$ cat src/rtl/stack_seq_pkg.sv
// Shared types and constants for the stack-pointer sequencer and the control unit decoder.
package stack_seq_pkg;

    localparam int unsigned SP_W   = 32;
    localparam int unsigned HALF_W = 16;
    localparam int unsigned REG_W  = 4;

    typedef enum logic [1:0] {
        PUSH = 2'b00,
        POP  = 2'b01,
        LOAD = 2'b10,
        PEEK = 2'b11
    } op_t;

    typedef enum logic [2:0] {
        IDLE  = 3'd0,
        RD_LO = 3'd1,
        RD_HI = 3'd2,
        WR_LO = 3'd3,
        WR_HI = 3'd4,
        DONE  = 3'd5
    } state_t;

    localparam logic [REG_W-1:0] REG_NONE  = 4'h0;
    localparam logic [REG_W-1:0] REG_SP_LO = 4'hE;
    localparam logic [REG_W-1:0] REG_SP_HI = 4'hF;

    // Request payload captured at acceptance
    typedef struct packed {
        op_t             op;
        logic [SP_W-1:0] data;
    } req_t;

    // PUSH pre-decrements, everything else that moves SP increments
    function automatic logic [SP_W-1:0] sp_step(input op_t op, input logic [SP_W-1:0] sp);
        return (op == PUSH) ? sp - SP_W'(1) : sp + SP_W'(1);
    endfunction

    // True when the low-half update ripples into the high half
    function automatic logic carry_out(input op_t op, input logic [HALF_W-1:0] lo);
        case (op)
            PUSH:    return lo == HALF_W'(0);
            POP:     return lo == {HALF_W{1'b1}};
            default: return 1'b0;
        endcase
    endfunction

endpackage

$ cat src/rtl/stack_seq_if.sv
// Request handshake plus register-file read-A/write bus between control unit, sequencer and RF.
interface stack_seq_if;

    logic                                      req_valid;
    stack_seq_pkg::op_t                        req_op;
    logic [stack_seq_pkg::SP_W-1:0]            req_data;
    logic                                      req_ready;
    logic                                      done;
    logic [stack_seq_pkg::SP_W-1:0]            addr;
    logic [stack_seq_pkg::REG_W-1:0]           rf_src_a;
    logic                                      rf_src_a_en;
    logic [stack_seq_pkg::HALF_W-1:0]          rf_a;
    logic                                      rf_we;
    logic [stack_seq_pkg::REG_W-1:0]           rf_src_w;
    logic [stack_seq_pkg::HALF_W-1:0]          rf_val;

    modport master (
        output req_valid, req_op, req_data, rf_a,
        input  req_ready, done, addr, rf_src_a, rf_src_a_en, rf_we, rf_src_w, rf_val
    );

    modport slave (
        input  req_valid, req_op, req_data, rf_a,
        output req_ready, done, addr, rf_src_a, rf_src_a_en, rf_we, rf_src_w, rf_val
    );

endinterface

$ cat src/rtl/stack_seq.sv
// Stack-pointer sequencer: reads SP from regs E/F, computes the stack address and
// writes the updated SP back one half at a time, touching the high half only on carry.
module stack_seq
    import stack_seq_pkg::*;
(
    input  logic        cpu_clk,
    input  logic        cpu_rst_n,
    stack_seq_if.slave  bus
);

    state_t              state, state_d;
    req_t                req_q, req_d;
    logic [HALF_W-1:0]   sp_lo_q, sp_lo_d;
    logic [HALF_W-1:0]   sp_hi_q, sp_hi_d;
    logic [SP_W-1:0]     sp_cur, sp_new;

    logic                ready_q, ready_d;
    logic                done_q, done_d;
    logic [SP_W-1:0]     addr_q, addr_d;
    logic [REG_W-1:0]    src_a_q, src_a_d;
    logic                src_a_en_q, src_a_en_d;
    logic                we_q, we_d;
    logic [REG_W-1:0]    src_w_q, src_w_d;
    logic [HALF_W-1:0]   val_q, val_d;

    // During RD_HI the high half is still on the bus, not yet in sp_hi_q
    always_comb begin
        sp_cur = {(state == RD_HI) ? bus.rf_a : sp_hi_q, sp_lo_q};
        sp_new = sp_step(req_q.op, sp_cur);
    end

    // Next state, captures, and next values of the registered outputs
    always_comb begin
        state_d    = state;
        req_d      = req_q;
        sp_lo_d    = sp_lo_q;
        sp_hi_d    = sp_hi_q;
        ready_d    = 1'b0;
        done_d     = 1'b0;
        addr_d     = '0;
        src_a_d    = REG_NONE;
        src_a_en_d = 1'b0;
        we_d       = 1'b0;
        src_w_d    = REG_NONE;
        val_d      = '0;

        case (state)
            IDLE: begin
                if (bus.req_valid) begin
                    req_d.op   = bus.req_op;
                    req_d.data = bus.req_data;
                    state_d    = (bus.req_op == LOAD) ? WR_LO : RD_LO;
                end
            end
            RD_LO: begin
                sp_lo_d = bus.rf_a;
                state_d = RD_HI;
            end
            RD_HI: begin
                sp_hi_d = bus.rf_a;
                state_d = (req_q.op == PEEK) ? DONE : WR_LO;
            end
            WR_LO: begin
                state_d = (req_q.op == LOAD || carry_out(req_q.op, sp_lo_q)) ? WR_HI : DONE;
            end
            WR_HI:   state_d = DONE;
            DONE:    state_d = IDLE;
            default: state_d = IDLE;
        endcase

        case (state_d)
            IDLE: ready_d = 1'b1;
            RD_LO: begin
                src_a_d    = REG_SP_LO;
                src_a_en_d = 1'b1;
            end
            RD_HI: begin
                src_a_d    = REG_SP_HI;
                src_a_en_d = 1'b1;
            end
            WR_LO: begin
                we_d    = 1'b1;
                src_w_d = REG_SP_LO;
                val_d   = (req_d.op == LOAD) ? req_d.data[HALF_W-1:0] : sp_new[HALF_W-1:0];
            end
            WR_HI: begin
                we_d    = 1'b1;
                src_w_d = REG_SP_HI;
                val_d   = (req_q.op == LOAD) ? req_q.data[SP_W-1:HALF_W] : sp_new[SP_W-1:HALF_W];
            end
            DONE: begin
                done_d = 1'b1;
                case (req_q.op)
                    PUSH:    addr_d = sp_new;
                    LOAD:    addr_d = req_q.data;
                    default: addr_d = sp_cur;
                endcase
            end
            default: ready_d = 1'b0;
        endcase
    end

    always_ff @(posedge cpu_clk or negedge cpu_rst_n) begin
        if (!cpu_rst_n) begin
            state      <= IDLE;
            req_q      <= '0;
            sp_lo_q    <= '0;
            sp_hi_q    <= '0;
            ready_q    <= 1'b1;
            done_q     <= 1'b0;
            addr_q     <= '0;
            src_a_q    <= REG_NONE;
            src_a_en_q <= 1'b0;
            we_q       <= 1'b0;
            src_w_q    <= REG_NONE;
            val_q      <= '0;
        end else begin
            state      <= state_d;
            req_q      <= req_d;
            sp_lo_q    <= sp_lo_d;
            sp_hi_q    <= sp_hi_d;
            ready_q    <= ready_d;
            done_q     <= done_d;
            addr_q     <= addr_d;
            src_a_q    <= src_a_d;
            src_a_en_q <= src_a_en_d;
            we_q       <= we_d;
            src_w_q    <= src_w_d;
            val_q      <= val_d;
        end
    end

    assign bus.req_ready   = ready_q;
    assign bus.done        = done_q;
    assign bus.addr        = addr_q;
    assign bus.rf_src_a    = src_a_q;
    assign bus.rf_src_a_en = src_a_en_q;
    assign bus.rf_we       = we_q;
    assign bus.rf_src_w    = src_w_q;
    assign bus.rf_val      = val_q;

endmodule

$ cat src/flat_wrapper.sv
// flat-port wrapper written by rule: the top's interface ports become plain ports
module stack_seq_flat import stack_seq_pkg::*;
  (cpu_clk, cpu_rst_n, bus_req_valid, bus_req_op, bus_req_data, bus_rf_a, bus_req_ready, bus_done, bus_addr, bus_rf_src_a, bus_rf_src_a_en, bus_rf_we, bus_rf_src_w, bus_rf_val);
  stack_seq_if bus_i ();
  input  logic cpu_clk;
  input  logic cpu_rst_n;
  input wire logic [$bits(bus_i.req_valid)-1:0] bus_req_valid;
  input wire logic [$bits(bus_i.req_op)-1:0] bus_req_op;
  input wire logic [$bits(bus_i.req_data)-1:0] bus_req_data;
  input wire logic [$bits(bus_i.rf_a)-1:0] bus_rf_a;
  output wire logic [$bits(bus_i.req_ready)-1:0] bus_req_ready;
  output wire logic [$bits(bus_i.done)-1:0] bus_done;
  output wire logic [$bits(bus_i.addr)-1:0] bus_addr;
  output wire logic [$bits(bus_i.rf_src_a)-1:0] bus_rf_src_a;
  output wire logic [$bits(bus_i.rf_src_a_en)-1:0] bus_rf_src_a_en;
  output wire logic [$bits(bus_i.rf_we)-1:0] bus_rf_we;
  output wire logic [$bits(bus_i.rf_src_w)-1:0] bus_rf_src_w;
  output wire logic [$bits(bus_i.rf_val)-1:0] bus_rf_val;
  assign bus_i.req_valid = bus_req_valid;
  assign bus_i.req_op = bus_req_op;
  assign bus_i.req_data = bus_req_data;
  assign bus_i.rf_a = bus_rf_a;
  assign bus_req_ready = bus_i.req_ready;
  assign bus_done = bus_i.done;
  assign bus_addr = bus_i.addr;
  assign bus_rf_src_a = bus_i.rf_src_a;
  assign bus_rf_src_a_en = bus_i.rf_src_a_en;
  assign bus_rf_we = bus_i.rf_we;
  assign bus_rf_src_w = bus_i.rf_src_w;
  assign bus_rf_val = bus_i.rf_val;
  stack_seq u_core (.cpu_clk(cpu_clk), .cpu_rst_n(cpu_rst_n), .bus(bus_i));
endmodule
$ cat config.mk
export PLATFORM = sky130hd
export DESIGN_NAME = stack_seq_flat
export DESIGN_NICKNAME = d
export VERILOG_FILES = /design/src/rtl/stack_seq_pkg.sv /design/src/rtl/stack_seq_if.sv /design/src/rtl/stack_seq.sv /design/src/flat_wrapper.sv
export SDC_FILE = /design/constraint.sdc
export NUM_CORES = 1
export LEC_CHECK = 0
export ABC_AREA = 1
export BUFFER_PORTS_ARGS = -buffer_cell sky130_fd_sc_hd__clkbuf_2
export CORE_ASPECT_RATIO = 2
export CORE_UTILIZATION = 40
export DETAILED_ROUTE_END_ITERATION = 8
export PLACE_DENSITY = 0.58
export SYNTH_ARGS = -nofsm -noshare
export SYNTH_HDL_FRONTEND = slang
export SYNTH_SLANG_ARGS = --single-unit
$ cat constraint.sdc
create_clock -name cpu_clk -period 6.3 [get_ports cpu_clk]
set_input_delay 1.575 -clock cpu_clk [delete_from_list [all_inputs] [get_ports cpu_clk]]
set_output_delay 1.575 -clock cpu_clk [all_outputs]
set_load 0.005 [all_outputs]
# Yosys cells after proc, flatten, opt, wreduce, memory -nomap -nowiden

Index checks and enable logic that the tools add are counted.

Add/sub/neg operators: 2
Eq/ne operators: 15
Mux-type cells: 22
Reduce and logical (&&, ||, !) cells: 8

Operator list:

| cell                                                | number |
|---|---|
| 2-to-1 mux 34 bit                                   | 2 |
| 2-to-1 mux 32 bit                                   | 2 |
| one-hot mux 32 bit (2 select lines)                 | 1 |
| 2-to-1 mux 16 bit                                   | 3 |
| adder 32 x 1 -> 32 bit, second input constant       | 1 |
| one-hot mux 16 bit (2 select lines)                 | 1 |
| subtractor 32 x 1 -> 32 bit, second input constant  | 1 |
| equality test 16 bit, second input constant         | 1 |
| zero test 16 bit                                    | 1 |
| one-hot mux 4 bit (2 select lines)                  | 2 |
| one-hot mux 3 bit (5 select lines)                  | 1 |
| equality test 3 x 2 -> 1 bit, second input constant | 4 |
| equality test 3 bit, second input constant          | 3 |
| equality test 2 bit, second input constant          | 4 |
| equality test 3 x 1 -> 1 bit, second input constant | 2 |
| zero test 3 bit                                     | 2 |
| 2-to-1 mux 1 bit                                    | 6 |
| 2-to-1 mux 3 bit                                    | 2 |
| OR reduction 2 bit                                  | 2 |
| equality test 2 x 1 -> 1 bit, second input constant | 1 |
| zero test 2 bit                                     | 1 |
| 2-to-1 mux 2 bit                                    | 1 |
| one-hot mux 1 bit (2 select lines)                  | 1 |
| AND reduction 2 bit                                 | 1 |
| logical OR 1 bit                                    | 1 |

Register bits after elaboration: 129
Input bits: 53
Output and inout port bits: 60

# Logic depth before layout (Yosys ltp)

Gate-level depths: netlist of the first run.

Depth after elaboration: 9
Gate-level depth with buffers: 20

# Worst setup path after synthesis of the first run

OpenSTA, ideal clock, no wires.

Path kind: in2reg
Start: input port bus_rf_a[1]
End: register u_core.val_q[13] (netlist: u_core.bus.rf_val[13])
Data arrival time: 3.026 ns
Required time: 6.179 ns
Setup slack: 3.153 ns
Stages on the path: 13
Cell sequence: inv_1 o21ai_0 ha_1 nand2_1 inv_1 nand2_1 nor3_1 and2_1 nand2_1 nand3_1 nand3_1 nand3_2 nand2_1

Cells in the longest elaborated chain, start to end: 5
Elaborated cells between the ends (all ways): 6

RTL lines:

| item                                                                         | line                | text |
|---|---|---|
| from (decl)                                                                  | flat_wrapper.sv:10  | `input wire logic [$bits(bus_i.rf_a)-1:0] bus_rf_a;` |
| 2-to-1 mux 16 bit (*)                                                        | stack_seq.sv:28     | `sp_cur = {(state == RD_HI) ? bus.rf_a : sp_hi_q, sp_lo_q};` |
| named net u_core.sp_cur[17]                                                  | stack_seq.sv:15     | `logic [SP_W-1:0] sp_cur, sp_new;` |
| adder 32 x 1 -> 32 bit / subtractor 32 x 1 -> 32 bit (equally long branches) | stack_seq_pkg.sv:36 | `return (op == PUSH) ? sp - SP_W'(1) : sp + SP_W'(1);` |
| 2-to-1 mux 32 bit (*)                                                        | stack_seq_pkg.sv:36 |  |
| 2-to-1 mux 16 bit (*)                                                        | stack_seq.sv:89     | `val_d = (req_q.op == LOAD) ? req_q.data[SP_W-1:HALF_W] : sp_new[SP_W-1:HALF_W];` |
| one-hot mux 16 bit (2 select lines) (*)                                      | stack_seq.sv:71     | `case (state_d)` |
| named net u_core.val_d[13]                                                   | stack_seq.sv:24     | `logic [HALF_W-1:0] val_q, val_d;` |
| to (signal assigned)                                                         | stack_seq.sv:129    | `val_q <= val_d;` |
| to (decl)                                                                    | stack_seq.sv:24     |  |

The timed path passes the listed nets; every way through them passes the cells marked *.
A chain may end at the register's enable or synchronous reset.

# Worst setup path after layout of the first run

Start: input port bus_req_valid
End: register u_core.addr_q[23] (netlist: u_core.bus.addr[23])

Cells in the longest elaborated chain, start to end: 4

RTL lines:

| item                               | line              | text |
|---|---|---|
| from (decl)                        | flat_wrapper.sv:7 | `input wire logic [$bits(bus_i.req_valid)-1:0] bus_req_valid;` |
| 2-to-1 mux 3 bit                   | stack_seq.sv:49   | `if (bus.req_valid) begin` |
| one-hot mux 3 bit (5 select lines) | stack_seq.sv:47   | `case (state)` |
| equality test 3 bit                | stack_seq.sv:71   |  |
| 2-to-1 mux 32 bit                  | stack_seq.sv:71   |  |
| named net u_core.addr_d[23]        | stack_seq.sv:19   | `logic [SP_W-1:0] addr_q, addr_d;` |
| to (signal assigned)               | stack_seq.sv:124  | `addr_q <= addr_d;` |
| to (decl)                          | stack_seq.sv:19   |  |

The timed path passes the listed nets, and every way through them passes these cells.

==> flow_summary.html, run 1 <==
<table>
<tr><th>Metric</th><th>Value</th></tr>
<tr><th colspan="2">Floorplanning</th></tr>
<tr><td>Number of cell rows</td><td>slightly above 70</td></tr>
<tr><td>Die Width</td><td>102 um</td></tr>
<tr><td>Die Outline Area</td><td>20600 sq um</td></tr>
<tr><td>Height of the die</td><td>approximately 200 um</td></tr>
<tr><td>Placeable core region</td><td>19500 sq um</td></tr>
<tr><td>Initial cell density of the core</td><td>41.1%</td></tr>
<tr><td>I/O pins</td><td>approximately 110</td></tr>
<tr><th colspan="2">Run status</th></tr>
<tr><td>Status</td><td>complete, no violations</td></tr>
<tr><th colspan="2">Synth</th></tr>
<tr><td>Cell type with the highest aggregate area in the netlist</td><td>dfrtp_1</td></tr>
<tr><td>Flip-flop and latch count after synthesis</td><td>123</td></tr>
<tr><td>Cell types with the largest area share after synthesis</td><td>dfrtp_1 38%, nand2_1 20%, inv_1 7.5%</td></tr>
<tr><td>Syn avg cell area</td><td>6.97 sq um</td></tr>
<tr><td>Main synth FF type</td><td>dfrtp_1</td></tr>
<tr><td>Total number of yosys warnings</td><td>0</td></tr>
<tr><td>Post-synth EDFFs</td><td>0</td></tr>
<tr><td>Register area share after synthesis</td><td>38.5%</td></tr>
<tr><td>Share of flip-flops with an asynchronous set or reset after synthesis</td><td>100%</td></tr>
<tr><td>Synth unique cells</td><td>48</td></tr>
<tr><td>Mapped Area</td><td>7990 sq um</td></tr>
<tr><td>Net Count, Synth</td><td>1231</td></tr>
<tr><td>Share of the synthesized area in the top cell type</td><td>38.2%</td></tr>
<tr><td>Post-synthesis cell count</td><td>1147</td></tr>
<tr><th colspan="2">Layout</th></tr>
<tr><td>Nets</td><td>1327</td></tr>
<tr><td>Relative area change from synthesis to final layout</td><td>16.2%</td></tr>
<tr><td>Number of fill cells in the layout</td><td>2057</td></tr>
<tr><td>Commonest non-fill, non-tap cells in the layout</td><td>434 x nand2_1, 160 x inv_1, 122 x dfrtp_1</td></tr>
<tr><td>Share of post-route cells with drive strength above 1</td><td>15.4%</td></tr>
<tr><td>Final Cell Area</td><td>9290 sq um</td></tr>
<tr><td>Most frequent standard cell in the layout excluding fill and tap cells</td><td>nand2_1</td></tr>
<tr><td>Number of antenna cells inserted</td><td>0</td></tr>
<tr><td>Utilization after layout</td><td>between 40% and 50%</td></tr>
<tr><td>Post-layout instance count excluding filler cells</td><td>1515</td></tr>
<tr><th colspan="2">Routing</th></tr>
<tr><td>Antenna violation net count after detailed routing</td><td>0</td></tr>
<tr><td>First-pass iteration count of the detailed router</td><td>7</td></tr>
<tr><td>Total via count after detailed routing</td><td>7757</td></tr>
<tr><td>Violation count after the first detailed-route iteration</td><td>384</td></tr>
<tr><td>Routed via count divided by cell count</td><td>5.12</td></tr>
<tr><td>Total Routed Length</td><td>just under 30000 um</td></tr>
<tr><td>WL/cell</td><td>19.3 um</td></tr>
<tr><td>Remaining design rule violation count</td><td>0</td></tr>
<tr><th colspan="2">Pwr</th></tr>
<tr><td>Cell-internal power</td><td>2.77 mW</td></tr>
<tr><td>Sw Pwr</td><td>around 3.2 mW</td></tr>
<tr><td>Combinational share of power</td><td>59.7%</td></tr>
<tr><td>Leak pwr</td><td>5.34 nW</td></tr>
<tr><td>VDD IR-drop max</td><td>0.229 mV</td></tr>
<tr><td>Design Power</td><td>around 6.0 mW</td></tr>
<tr><td>Part of the total power dissipated in the clock network</td><td>roughly 17%</td></tr>
<tr><td>Switching part of the total</td><td>53.7%</td></tr>
<tr><td>Sequential share of power</td><td>a little under a quarter</td></tr>
<tr><td>Power Density</td><td>645 nW/um^2</td></tr>
<tr><th colspan="2">GRT</th></tr>
<tr><td>Wire length of the first global-routing pass</td><td>around 44000 um</td></tr>
<tr><td>Largest net degree at the start of global routing</td><td>72</td></tr>
<tr><td>Combined global-route utilization of all metal layers</td><td>29.7%</td></tr>
<tr><td>Total congestion overflow after global routing</td><td>0</td></tr>
<tr><td>Number of global-route vias before repair</td><td>7648</td></tr>
<tr><td>Number of antenna violations at the first check in global routing</td><td>0</td></tr>
<tr><th colspan="2">Min path</th></tr>
<tr><td>Number of stages on the worst hold path</td><td>2</td></tr>
<tr><td>Path type of the worst min-delay path</td><td>register to register</td></tr>
<tr><th colspan="2">Clocking</th></tr>
<tr><td>Root cell of the clock tree</td><td>clkbuf_16</td></tr>
<tr><td>Resized cells post-CTS</td><td>0</td></tr>
<tr><td>Number of buffers created by CTS</td><td>17</td></tr>
<tr><td>Clock Latency Late Sink</td><td>between 400 and 500 ps</td></tr>
<tr><td>Depth of the CTS H-tree</td><td>4</td></tr>
<tr><td>Cts-stage hold buffer count</td><td>0</td></tr>
<tr><td>Clock-pin slew on the worst setup and hold paths</td><td>70 ps</td></tr>
<tr><td>Post-CTS Setup Bufs</td><td>0</td></tr>
<tr><td>Number of buffers on the longest clock path</td><td>2</td></tr>
<tr><td>CTS tree</td><td>built</td></tr>
<tr><td>Clock Sinks</td><td>roughly 120</td></tr>
<tr><th colspan="2">Critical path</th></tr>
<tr><td>CP max-delay cell</td><td>nand3_2</td></tr>
<tr><td>Last element of the critical path</td><td>u_core.bus.addr[23]</td></tr>
<tr><td>Capturing point of the worst reg2reg path</td><td>u_core.bus.rf_val[7]</td></tr>
<tr><td>Critical path origin</td><td>bus_req_valid</td></tr>
<tr><td>CP Cell Sequence</td><td>clkbuf_2 -&gt; nand3_4 -&gt; inv_4 -&gt; nand3b_4 -&gt; o21ai_4 -&gt; nor2_8 -&gt; nand3_2 -&gt; inv_2 -&gt; nand2_1 -&gt; nor2_1</td></tr>
<tr><td>WP data arrival</td><td>4120 ps</td></tr>
<tr><td>Beginning of the worst register-to-register path</td><td>u_core.state[2]</td></tr>
<tr><td>Minimum setup slack among reg-to-reg paths</td><td>2790 ps</td></tr>
<tr><td>CP Capture Type</td><td>register</td></tr>
<tr><td>Worst path required time</td><td>between 6000 and 7000 ps</td></tr>
<tr><td>Worst-path fanout max</td><td>38</td></tr>
<tr><td>Largest incremental delay on the critical path</td><td>just under 700 ps</td></tr>
<tr><td>Count of cells along the worst register-to-register path</td><td>15</td></tr>
<tr><td>Start-to-end type of the worst setup path</td><td>primary input to register</td></tr>
<tr><td>Startpoint type of the worst setup path</td><td>primary input</td></tr>
<tr><th colspan="2">STA</th></tr>
<tr><td>Final setup violation count</td><td>0</td></tr>
<tr><td>Fraction of the cycle the final worst path needs</td><td>59.8%</td></tr>
<tr><td>Sum Neg Setup Slack</td><td>0 ps</td></tr>
<tr><td>Fin Clk Skew</td><td>between 15 and 20 ps</td></tr>
<tr><td>Worst hold margin</td><td>about 480 ps</td></tr>
<tr><td>Number of max-slew violations in the final report</td><td>0</td></tr>
<tr><td>Setup repair after global routing missed its margin</td><td>no</td></tr>
<tr><td>Transition time of the tightest slew-check pin</td><td>1060 ps</td></tr>
<tr><td>Headroom to the max-slew limit</td><td>28.9%</td></tr>
<tr><td>Post-layout minimum cycle time</td><td>about 3800 ps</td></tr>
<tr><td>PnR worst setup slack</td><td>approximately 2500 ps</td></tr>
<tr><td>Count of final hold-check violations</td><td>0</td></tr>
<tr><td>Upper clock frequency limit</td><td>266 MHz</td></tr>
<tr><th colspan="2">Place</th></tr>
<tr><td>Setup Slack @ Placement</td><td>2110 ps</td></tr>
<tr><td>Final weighted congestion in routability-driven placement</td><td>0.966</td></tr>
<tr><td>Number of placed instances, taps included</td><td>1483</td></tr>
<tr><td>Port Buffers</td><td>around 110</td></tr>
<tr><td>Final HPWL from detailed placement</td><td>22700 um</td></tr>
<tr><td>Instance area after placement</td><td>8680 sq um</td></tr>
<tr><th colspan="2">Run</th></tr>
<tr><td>Number of maximum-capacitance violations</td><td>0</td></tr>
</table>
[cell usage after synthesis (9+ instances only)]
cell and count:
o211ai_1 11, nand3_1 67, o22ai_1 19, nor2_1 83
nor3_2 10, clkbuf_1 15, ha_1 30, buf_2 9
nand2_1 434, dfrtp_1 122, a21oi_1 30, xor2_1 10
inv_1 160, nor3_1 20, o21ai_0 44
[sequential cells by signal, indices dropped and copies added (netlist names)]
signal,flops
u_core.bus.done,1
u_core.bus.rf_src_a,2
u_core.sp_lo_q,16
u_core.bus.rf_src_w,2
u_core.bus.req_ready,1
u_core.bus.addr,32
u_core.req_q,34
u_core.state,3
u_core.sp_hi_q,16
u_core.bus.rf_val,16
[power groups by stage]
stage               registers (mW)  clock network (mW)  logic [mW]
floorplan                     1.26                   0        2.44
global placement              1.40                   0        3.52
detailed placement            1.40                   0        3.53
CTS                           1.39                1.02        3.55
global route                  1.42                1.06        3.93
finish                        1.40                1.02        3.57
[routing by layer]
metal	vias up	track usage [%]	share of wire [%]
met3	119	3.11	4.3
met1	3536	31.2	35
li1	3781	-	-
met2	321	51.4	51
met5	-	0	0
met4	0	25.3	9.9
[cells by family after synthesis]
family                     after synthesis  share of synthesized area (%)
AOI/OAI and AO/OA                      124                           9.24
xor gates and xnor gates                13                           1.43
adders and majority gates               31                           4.95
buffers and inverters                  206                           10.9
DFF                                    123                           38.5
muxes                                    1                          0.141
and+or+nand+nor                        649                           34.8
[worst min-delay path by stage]
stage | from | endpoint | slack [ps]
2_1_floorplan | u_core.req_q[21] | u_core.req_q[21] | 440
3_3_place_gp | u_core.req_q[26] | u_core.req_q[26] | 460
3_5_place_dp | u_core.req_q[26] | u_core.req_q[26] | 460
4_1_cts | u_core.req_q[26] | u_core.req_q[26] | 480
5_1_grt | u_core.req_q[26] | u_core.req_q[26] | 500
6_report | u_core.req_q[27] | u_core.req_q[27] | 480
[final cells by class]
class	count	area (sq um)	share of cell area, %
clock inverter	15	179	1.93
inverter	166	631	6.79
clock buffer	17	425	4.58
sequential	123	3080	33.2
timing repair buffer	117	601	6.47
multi-input combinational	818	4050	43.6
tap	259	324	3.49
[worst max-delay path: cells and delay by family]
| family | cells | cell delay (ps) |
|---|---|---|
| buffers and inverters | 3 | 700 |
| and+or+nand+nor | 6 | 1600 |
| AOI/OAI and AO/OA | 1 | 180 |
No activity file was read; power rests on OpenSTA's default activity.
==> run 2: changes to the inputs <==
clock period = 3.7 ns   (was 6.3 ns; I/O delays follow)
==> run 2 against run 1 <==
Net effect:
- register-to-register slack got worse by 2500 ps
- setup slack got worse by 2300 ps
- clock skew fell by 6.9 ps
- die area did not move
- final cell count rose by 1.5%
- first-iteration DRC count rose by 16%
- wire length rose by 2.2%
- sequential power rose by 66%
- count of clock-buffer cells in the layout rose by 4
- combinational power rose by 72%
- critical endpoint is now u_core.bus.addr[31]
==> flow_summary.html, run 2 (synthesis results as in run 1) <==
<table>
<tr><th>Metric</th><th>Value</th></tr>
<tr><th colspan="2">Run status</th></tr>
<tr><td>Status</td><td>complete, no violations (unchanged)</td></tr>
<tr><th colspan="2">Pwr</th></tr>
<tr><td>Sequential share of power</td><td>23.0% (was 23.4%)</td></tr>
<tr><td>VDD IR-drop max</td><td>0.377 mV (was 0.229 mV)</td></tr>
<tr><td>Switching part of the total</td><td>52.4% (was 53.7%)</td></tr>
<tr><td>Sw Pwr</td><td>5.30 mW (was 3.21 mW)</td></tr>
<tr><td>Power Density</td><td>1070 nW/um^2 (was 645 nW/um^2)</td></tr>
<tr><td>Design Power</td><td>10.1 mW (was 5.99 mW)</td></tr>
<tr><td>Cell-internal power</td><td>4.81 mW (was 2.77 mW)</td></tr>
<tr><td>Combinational share of power</td><td>60.8% (was 59.7%)</td></tr>
<tr><td>Leak pwr</td><td>5.44 nW (was 5.34 nW)</td></tr>
<tr><td>Part of the total power dissipated in the clock network</td><td>16.2% (was 17.0%)</td></tr>
<tr><th colspan="2">Routing</th></tr>
<tr><td>Antenna violation net count after detailed routing</td><td>0 (unchanged)</td></tr>
<tr><td>Routed via count divided by cell count</td><td>5.10 (was 5.12)</td></tr>
<tr><td>Total Routed Length</td><td>29900 um (was 29300 um)</td></tr>
<tr><td>Remaining design rule violation count</td><td>0 (unchanged)</td></tr>
<tr><td>Violation count after the first detailed-route iteration</td><td>447 (was 384)</td></tr>
<tr><td>Total via count after detailed routing</td><td>7848 (was 7757)</td></tr>
<tr><td>WL/cell</td><td>19.5 um (was 19.3 um)</td></tr>
<tr><td>First-pass iteration count of the detailed router</td><td>5 (was 7)</td></tr>
<tr><th colspan="2">Critical path</th></tr>
<tr><td>Beginning of the worst register-to-register path</td><td>u_core.state[2] (unchanged)</td></tr>
<tr><td>CP Capture Type</td><td>register (unchanged)</td></tr>
<tr><td>Critical path origin</td><td>u_core.state[2] (was bus_req_valid)</td></tr>
<tr><td>Depth of the critical timing path with buffers and inverters included</td><td>15 (was 10)</td></tr>
<tr><td>Start-to-end type of the worst setup path</td><td>register to register (was primary input to register)</td></tr>
<tr><td>CP max-delay cell</td><td>o21ai_0 (was nand3_2)</td></tr>
<tr><td>Worst path required time</td><td>4020 ps (was 6650 ps)</td></tr>
<tr><td>Startpoint type of the worst setup path</td><td>register (was primary input)</td></tr>
<tr><td>WP data arrival</td><td>3750 ps (was 4120 ps)</td></tr>
<tr><td>Largest incremental delay on the critical path</td><td>580 ps (was 690 ps)</td></tr>
<tr><td>Minimum setup slack among reg-to-reg paths</td><td>270 ps (was 2790 ps)</td></tr>
<tr><td>Buffer and inverter count on the worst path</td><td>2 (was 3)</td></tr>
<tr><td>Capturing point of the worst reg2reg path</td><td>u_core.bus.addr[31] (was u_core.bus.rf_val[7])</td></tr>
<tr><td>Worst-path fanout max</td><td>27 (was 38)</td></tr>
<tr><td>CP Cell Sequence</td><td>inv_2 -&gt; nand3_4 -&gt; o21ai_0 -&gt; ha_1 -&gt; nand2_1 -&gt; inv_1 -&gt; nand2_1 -&gt; nor3_1 -&gt; and2_1 -&gt; nand2_1 -&gt; nand2_1 -&gt; nand2_1 -&gt; nand2_1 -&gt; nand2_1 -&gt; a21oi_1 (was clkbuf_2 -&gt; nand3_4 -&gt; inv_4 -&gt; nand3b_4 -&gt; o21ai_4 -&gt; nor2_8 -&gt; nand3_2 -&gt; inv_2 -&gt; nand2_1 -&gt; nor2_1)</td></tr>
<tr><td>Last element of the critical path</td><td>u_core.bus.addr[31] (was u_core.bus.addr[23])</td></tr>
<tr><td>Largest delay share family, worst path</td><td>simple AND/OR/NAND/NOR gates (unchanged)</td></tr>
<tr><td>Count of cells along the worst register-to-register path</td><td>15 (unchanged)</td></tr>
<tr><td>Worst path most repeated cell</td><td>nand2_1</td></tr>
<tr><th colspan="2">STA</th></tr>
<tr><td>Upper clock frequency limit</td><td>292 MHz</td></tr>
<tr><td>Fin Clk Skew</td><td>8.21 ps (was 15.1 ps)</td></tr>
<tr><td>Final setup violation count</td><td>0 (unchanged)</td></tr>
<tr><td>Headroom to the max-slew limit</td><td>53.2% (was 28.9%)</td></tr>
<tr><td>Transition time of the tightest slew-check pin</td><td>694 ps (was 1060 ps)</td></tr>
<tr><td>Count of final hold-check violations</td><td>0 (unchanged)</td></tr>
<tr><td>Setup repair after global routing missed its margin</td><td>no (unchanged)</td></tr>
<tr><td>Post-layout minimum cycle time</td><td>roughly 3400 ps</td></tr>
<tr><td>Sum Neg Setup Slack</td><td>0 ps (unchanged)</td></tr>
<tr><td>Number of max-slew violations in the final report</td><td>0 (unchanged)</td></tr>
<tr><td>Fraction of the cycle the final worst path needs</td><td>92.6%</td></tr>
<tr><th colspan="2">Layout</th></tr>
<tr><td>Number of fill cells in the layout</td><td>2095 (was 2057)</td></tr>
<tr><td>Share of post-route cells with drive strength above 1</td><td>16.8% (was 15.4%)</td></tr>
<tr><td>Relative area change from synthesis to final layout</td><td>18.1% (was 16.2%)</td></tr>
<tr><td>Largest Register</td><td>u_core.req_q (unchanged)</td></tr>
<tr><td>Commonest non-fill, non-tap cells in the layout</td><td>434 x nand2_1, 160 x inv_1, 122 x dfrtp_1 (unchanged)</td></tr>
<tr><td>Most frequent standard cell in the layout excluding fill and tap cells</td><td>nand2_1 (unchanged)</td></tr>
<tr><td>Nets</td><td>1350 (was 1327)</td></tr>
<tr><td>Max reg flops</td><td>34 (unchanged)</td></tr>
<tr><td>Final Cell Area</td><td>9440 sq um (was 9290 sq um)</td></tr>
<tr><td>Number of antenna cells inserted</td><td>0 (unchanged)</td></tr>
<tr><td>Post-layout instance count excluding filler cells</td><td>1538 (was 1515)</td></tr>
<tr><th colspan="2">GRT</th></tr>
<tr><td>Total congestion overflow after global routing</td><td>0 (unchanged)</td></tr>
<tr><td>Wire length of the first global-routing pass</td><td>45100 um (was 43900 um)</td></tr>
<tr><td>Largest net degree at the start of global routing</td><td>80 (was 72)</td></tr>
<tr><td>Number of antenna violations at the first check in global routing</td><td>1 (was 0)</td></tr>
<tr><td>Combined global-route utilization of all metal layers</td><td>30.6% (was 29.7%)</td></tr>
<tr><td>Number of global-route vias before repair</td><td>7927 (was 7648)</td></tr>
<tr><th colspan="2">Floorplanning</th></tr>
<tr><td>Initial cell density of the core</td><td>41.1% (unchanged)</td></tr>
<tr><td>Height of the die</td><td>202 um (unchanged)</td></tr>
<tr><td>Die Outline Area</td><td>20600 sq um (unchanged)</td></tr>
<tr><td>Die Width</td><td>102 um (unchanged)</td></tr>
<tr><td>Number of cell rows</td><td>72 (unchanged)</td></tr>
<tr><td>Placeable core region</td><td>19500 sq um (unchanged)</td></tr>
<tr><td>I/O pins</td><td>113 (unchanged)</td></tr>
<tr><th colspan="2">Place</th></tr>
<tr><td>Final HPWL from detailed placement</td><td>23200 um (was 22700 um)</td></tr>
<tr><td>Number of placed instances, taps included</td><td>1506 (was 1483)</td></tr>
<tr><td>Instance area after placement</td><td>8870 sq um (was 8680 sq um)</td></tr>
<tr><td>Port Buffers</td><td>112 (unchanged)</td></tr>
<tr><td>Final weighted congestion in routability-driven placement</td><td>0.978 (was 0.966)</td></tr>
<tr><th colspan="2">Clocking</th></tr>
<tr><td>Resized cells post-CTS</td><td>0 (unchanged)</td></tr>
<tr><td>CTS tree</td><td>built (unchanged)</td></tr>
<tr><td>Depth of the CTS H-tree</td><td>4 (unchanged)</td></tr>
<tr><td>Cts-stage hold buffer count</td><td>0 (unchanged)</td></tr>
<tr><td>Number of buffers created by CTS</td><td>17 (unchanged)</td></tr>
<tr><td>Clock-pin slew on the worst setup and hold paths</td><td>60 ps (was 70 ps)</td></tr>
<tr><td>Clock Latency Late Sink</td><td>420 ps (was 430 ps)</td></tr>
<tr><td>Post-CTS Setup Bufs</td><td>0 (unchanged)</td></tr>
<tr><td>Number of buffers on the longest clock path</td><td>2 (unchanged)</td></tr>
<tr><td>Root cell of the clock tree</td><td>clkbuf_16 (unchanged)</td></tr>
<tr><td>Clock Sinks</td><td>123 (unchanged)</td></tr>
<tr><th colspan="2">Run</th></tr>
<tr><td>Number of maximum-capacitance violations</td><td>0 (unchanged)</td></tr>
<tr><th colspan="2">Min path</th></tr>
<tr><td>Path type of the worst min-delay path</td><td>primary input to asynchronous set/reset pin (was register to register)</td></tr>
</table>
==> run 2: cell types whose count changed in the layout (fill, tap and decap cells not counted), sizes merged <==
cell      change
buf          +23
clkbuf        +4
inv           -4
clkinv        +2
bufinv        -1
clkinvlp      -1
==> run 2: power by group through the flow <==
| stage | clock network (mW) | registers [mW] | logic, mW |
|---|---|---|---|
| 2_1_floorplan | 0 | 2.15 | 4.15 |
| 3_3_place_gp | 0 | 2.33 | 6.06 |
| 3_5_place_dp | 0 | 2.33 | 6.07 |
| 4_1_cts | 1.66 | 2.31 | 6.10 |
| 5_1_grt | 1.70 | 2.37 | 6.81 |
| 6_report | 1.64 | 2.32 | 6.15 |
==> run 2: how the worst min path moves through the flow <==
stage                           startpoint                 to  slack, ps  cells past startpoint
after floorplan           u_core.req_q[21]   u_core.req_q[21]        440                      2
after global placement    u_core.req_q[25]   u_core.req_q[25]        460                      2
after detailed placement  u_core.req_q[25]   u_core.req_q[25]        460                      2
after CTS                        cpu_rst_n  u_core.sp_hi_q[4]        370                      1
after global routing             cpu_rst_n  u_core.sp_hi_q[4]        390                      1
final                            cpu_rst_n  u_core.sp_hi_q[4]        370                      1
==> run 2: routing by layer <==
layer / up-vias / part of all wire, % / track usage [%] / wire length [um]
met5: - / 0.057 / 0 / 17
met4: 2 / 8.4 / 23.8 / 2510
met3: 109 / 4.4 / 4.70 / 1330
met2: 301 / 52 / 54.6 / 15500
met1: 3592 / 35 / 30.7 / 10500
li1: 3844 / - / - / -
==> run 2: final cells by class <==
cell class | instances | area [sq um] | share of cell area (%)
multi-input cells | 818 | 4050 | 42.9
flip-flops and latches | 123 | 3080 | 32.6
repair buffers | 140 | 786 | 8.33
inverters | 166 | 631 | 6.68
clock buffers | 21 | 460 | 4.88
well taps | 259 | 324 | 3.43
clock inverters | 11 | 110 | 1.17
==> run 2: metrics by stage <==
step	hold WS, ps	setup WS (ps)	utilization [%]
2_1_floorplan	441	1200	-
5_1_grt	390	13.1	48.5
6_report	374	272	48.5
3_5_place_dp	458	252	45.6
4_1_cts	374	290	48.5
3_3_place_gp	457	249	45.6
